--- src/rtl/data_mem_sync.sv ---
// Single-port data memory with a one-cycle registered response. After reset it can
// zero every word, one word per cycle, before it accepts any request.
module data_mem_sync #(
  parameter int DATA_W         = 32,
  parameter int DEPTH          = 64,
  parameter int ADDR_W         = 32,
  parameter int BYTE_ADDR      = 1,
  parameter int CLEAR_ON_RESET = 1
) (
  input  logic                clk,
  input  logic                rst_n,
  input  logic                req_valid,
  output logic                req_ready,
  input  logic                req_we,
  input  logic [ADDR_W-1:0]   req_addr,
  input  logic [DATA_W-1:0]   req_wdata,
  input  logic [DATA_W/8-1:0] req_be,
  output logic                rsp_valid,
  output logic [DATA_W-1:0]   rsp_rdata,
  output logic                rsp_err,
  output logic                init_done,
  output logic [0:0]          dbg_state
);

  // Handshake: a request transfers on a rising edge where req_valid && req_ready.
  // Its response is rsp_valid for exactly the following cycle, with no backpressure.

  localparam int NB    = DATA_W / 8;
  localparam int LSB   = (BYTE_ADDR != 0) ? $clog2(NB) : 0;
  localparam int IDX_W = $clog2(DEPTH);
  localparam int CMP_W = (ADDR_W > 32) ? ADDR_W : 32;

  localparam logic [ADDR_W-1:0] LSB_MASK = ADDR_W'((64'd1 << LSB) - 64'd1);
  localparam logic [CMP_W-1:0]  DEPTH_C  = CMP_W'(DEPTH);
  localparam logic [IDX_W-1:0]  LAST_IDX = IDX_W'(DEPTH - 1);

  localparam logic [0:0] S_CLEAR = 1'b0;
  localparam logic [0:0] S_IDLE  = 1'b1;
  localparam logic [0:0] S_RESET = (CLEAR_ON_RESET != 0) ? S_CLEAR : S_IDLE;

  logic [0:0]        state;
  logic [IDX_W-1:0]  clr_idx;
  logic [DATA_W-1:0] mem [DEPTH];

  logic [ADDR_W-1:0] word_idx;
  logic [IDX_W-1:0]  mem_idx;
  logic              misaligned;
  logic              out_of_range;
  logic              req_err;
  logic              accept;

  // Range check is done on the full-width index so high address bits never alias.
  assign word_idx     = req_addr >> LSB;
  assign mem_idx      = word_idx[IDX_W-1:0];
  assign misaligned   = (req_addr & LSB_MASK) != '0;
  assign out_of_range = CMP_W'(word_idx) >= DEPTH_C;
  assign req_err      = misaligned || out_of_range;

  // Gated by rst_n so ready stays low during reset even when the clear pass is skipped.
  assign req_ready = rst_n && (state == S_IDLE);
  assign init_done = req_ready;
  assign accept    = req_valid && req_ready;
  assign dbg_state = state;

  always_ff @(posedge clk or negedge rst_n) begin
    if (!rst_n) begin
      state   <= S_RESET;
      clr_idx <= '0;
    end else if (state == S_CLEAR) begin
      if (clr_idx == LAST_IDX) begin
        state <= S_IDLE;
      end
      clr_idx <= clr_idx + 1'b1;
    end
  end

  // No reset on the array so it maps onto synchronous-write RAM.
  always_ff @(posedge clk) begin
    if (state == S_CLEAR) begin
      mem[clr_idx] <= '0;
    end else if (accept && req_we && !req_err) begin
      for (int i = 0; i < NB; i++) begin
        if (req_be[i]) begin
          mem[mem_idx][8*i +: 8] <= req_wdata[8*i +: 8];
        end
      end
    end
  end

  always_ff @(posedge clk or negedge rst_n) begin
    if (!rst_n) begin
      rsp_valid <= 1'b0;
      rsp_err   <= 1'b0;
      rsp_rdata <= '0;
    end else begin
      rsp_valid <= accept;
      rsp_err   <= accept && req_err;
      rsp_rdata <= (accept && !req_we && !req_err) ? mem[mem_idx] : '0;
    end
  end

endmodule

--- config.mk ---
export PLATFORM = sky130hd
export DESIGN_NAME = data_mem_sync
export DESIGN_NICKNAME = d
export VERILOG_FILES = /design/src/rtl/data_mem_sync.sv
export SDC_FILE = /design/constraint.sdc
export NUM_CORES = 2
export LEC_CHECK = 0
export CORE_MARGIN = 2
export CORE_UTILIZATION = 55
export CTS_CLUSTER_SIZE = 10
export DETAILED_ROUTE_END_ITERATION = 12
export DONT_BUFFER_PORTS = 1
export MAX_ROUTING_LAYER = met4
export PLACE_DENSITY_LB_ADDON = 0.12
export SLEW_MARGIN = 20
export SYNTH_ARGS = -nofsm -noshare
export SYNTH_HDL_FRONTEND = slang
export SYNTH_SLANG_ARGS = --single-unit
--- constraint.sdc ---
create_clock -name clk -period 3.6 [get_ports clk]
set_input_delay 0.72 -clock clk [delete_from_list [all_inputs] [get_ports clk]]
set_output_delay 0.72 -clock clk [all_outputs]
set_load 0.05 [all_outputs]
==> impl_results.md <==
- Reg2reg end: mem[37][5]
- Synth Instances: between 3000 and 4000
- Finished Layout Cells: approximately 6300
- Post-synth EDFFs: about 2000
- CTS Buffer Depth: 3
- Nets: around 4200
- Minimum clock period: roughly 3500 ps
- Placed cells: just under 6000
- Critical path startpoint category: register
- Drt pass-1 iters: 5
- Final Routed Wirelength: about 210000 um
- Commonest non-fill, non-tap cells in the layout: edfxtp_1, mux4_2, buf_4
- Final hold vios: 0
- P_int: 38.6 mW
- Synth warnings: 0
- Post-synth top area cell: edfxtp_1
- Core footprint: between 0.1 and 0.15 mm^2
- Grt ovf: 0
- Clock Latency Late Sink: 850 ps
- R2R cell count: 9
- Commonest non-fill, non-tap cell in the layout: edfxtp_1
- Period utilization: 96.6%
- # rows: roughly 140
- Max cap viols: 0
- Maximum clock frequency: roughly 290 MHz
- Register area: ~0.063 mm^2
- Hold Crit Depth: 1
- Routed via count: slightly above 40000
- Sequential share of power: a little over half
- Comb power frac: 1.8%
- Worst setup EP type: register
- Drt drc: 0
- CP required: 4050 ps
- Area Overhead vs Synth: 15.5%
- Kind of critical path: reg -> reg
- Mean routed wirelength per cell: between 30 and 40 um
- Cell Area, Synth: ~0.083 mm^2
- FF-to-FF setup slack: approximately 120 ps
- Slew Limit Fails: 0
- VDD IR max: 0.000454 V
- Net Count, Synth: about 3800
- Sequential element share of the synthesized area: approximately three quarters
- Leak: 25.0 nW
- Hold Startpoint: req_addr[7]
- RSZ-0062 raised after global routing: true
- Reg clk slew, reported paths: 50 ps
- Num CTS Buffers: 228
- Hold Slack: 125 ps
- Setup slack after layout: between 100 and 150 ps
- Initial antenna violation count: 7
- Crit-path max FO: 9
- Worst Hold Path EP: rsp_rdata[16]
- Layout fillers: a little under 10000
- Port-buffer cells: 0
- Post-synth ARST share: 1.96%
- Setup WS pre-CTS: -857 ps
- Antenna Nets Post-Route: 0
- CP arrival: 3930 ps
- Multi-input gate area: 0.0192 mm^2
- Layout cell share with drive strength beyond 1: 34.9%
- Die area: around 0.15 mm^2
- Final Power: roughly 48 mW
- Clock Sinks: between 2000 and 2500
- Die X-Extent: about 390 um
- Clk root buf: clkbuf_16
- Switching Fraction: between 15 and 20%
- HP Class: in -> reg
- Reg2reg start: dbg_state
- Setup Skew: between 20 and 25 ps
- Vias per cell: between 6 and 7
- Status: finished, final reports clean
- Initial core utilization: 55.2%
- Yosys cell types: 72
- Setup violators final: 0
- Top-area cell type share of the netlist area: about three quarters
- CTS tree: built
- Power density cells: around 500 mW/mm^2
- Die height: between 300 and 400 um
- #FFs+latches synth: around 2100
- Vias in the first global route: 42100
- Overall fraction of global-route tracks in use: a little under 30%
- Rel. slew slack: about a quarter
- DP HPWL: approximately 130000 um
- Clock network power share: 43.4%
- Largest net degree at the start of global routing: between 500 and 600
- Syn Area/Cell: around 22 um^2
- Htree depth: 4
- Switch Pwr: 9.39 mW
- Worst slew pin tran: roughly 1100 ps
- Ports: roughly 110
- RD Place Congestion: between 0.9 and 1
- Initial DRC Count: 4857
- Post-synth top flop: edfxtp_1
- First-pass GRT wire length: around 310000 um
- Area contributors post-synth: edfxtp_1, mux4_2, nor3_2
==> how the worst max path moves through the flow <==
| stage | depth (start not counted) | from | end |
|---|---|---|---|
| 2_1_floorplan | 7 | req_addr[19] | mem[59][24] |
| 6_report | 9 | dbg_state | mem[37][5] |
| 5_1_grt | 9 | dbg_state | mem[46][5] |
| 3_3_place_gp | 7 | req_addr[22] | mem[16][10] |
| 4_1_cts | 8 | dbg_state | mem[52][8] |
| 3_5_place_dp | 8 | req_addr[22] | mem[32][2] |
==> flip-flops by register name (all words and copies together), names as in the netlist <==
signal     count
mem         2048
rsp_rdata     32
clr_idx        6
dbg_state      1
rsp_err        1
rsp_valid      1
==> timing repair <==
| action | 4_1_cts | 5_1_grt |
|---|---|---|
| cloned | 0 | 0 |
| endpoints found under the hold margin | 41 | 0 |
| endpoints found under the setup margin | 164 | 583 |
| resized for setup | 18 | 23 |
| hold buffers | 2 | 0 |
| setup buffers | 0 | 0 |
==> kinds of logic after synthesis <==
group | Yosys count | synth area share (%)
and+or+nand+nor | 547 | 4.31
xor gates and xnor gates | 5 | 0.0531
adders and majority gates | 1 | 0.0152
buffers and inverters | 256 | 1.57
muxes | 658 | 16.4
DFF | 2089 | 75.8
AOI/OAI and AO/OA | 203 | 1.91
==> cell usage after synthesis (6+ instances only) <==
master,count
a221oi_1,19
a21oi_1,21
a221o_1,8
nand3_1,32
nand2_1,81
buf_4,13
a2111oi_0,9
mux2_2,23
inv_1,10
nand4_1,16
nor3_1,108
dfrtp_1,41
buf_2,75
clkbuf_1,106
nor3_2,159
edfxtp_1,2048
nor4_1,8
a22oi_1,30
mux4_2,548
o211ai_1,8
mux2i_2,7
o32ai_1,7
nor2_1,61
a211oi_1,7
o22ai_1,16
a31oi_1,12
mux2i_1,80
o21ai_0,7
o221ai_1,7
and2_1,37
buf_6,25
nand2b_1,6
buf_1,24
nor2b_1,15
==> power groups by stage <==
stage | registers, mW | clock network, mW | logic (mW)
after floorplan | 26.8 | 0 | 0.712
after global placement | 26.8 | 0 | 0.646
after detailed placement | 26.8 | 0 | 0.649
after CTS | 26.3 | 21.1 | 0.673
after global routing | 26.3 | 22.0 | 0.918
final | 26.3 | 20.8 | 0.878
==> per-stage QoR <==
stage | area (um^2) | setup TNS, ps | util, %
2_1_floorplan | 82500 | -249700 | -
3_3_place_gp | 88200 | -994040 | 59.0
3_5_place_dp | 88300 | -961320 | 59.1
4_1_cts | 95000 | -2250 | 63.6
5_1_grt | 95300 | -422 | 63.8
6_report | 95300 | 0 | 63.8
==> per-layer routing <==
layer / track usage (%) / routed length, um
met1: 40.0 / 84200
met2: 45.0 / 104000
met3: 5.78 / 19100
met4: 9.81 / 7020
met5: - / 0
==> final cells by class <==
cell class              count  share of cell area [%]
clock inverters            10                   0.126
flip-flops and latches   2089                    65.6
diodes                      5                  0.0131
multi-input cells        1414                    20.2
inverters                  13                  0.0578
well taps                2016                    2.65
repair buffers            400                    4.67
clock buffers             380                    6.72
==> worst max-delay path, stage by stage (launching register included) <==
cell and delay, ps:
dfrtp_1 420, nand4_1 220, nor4_2 70, buf_4 170, buf_4 170, a31oi_1 650
o21ai_2 280, buf_12 210, buf_4 160, nor3_2 730
(Power assumes the default switching activity.)
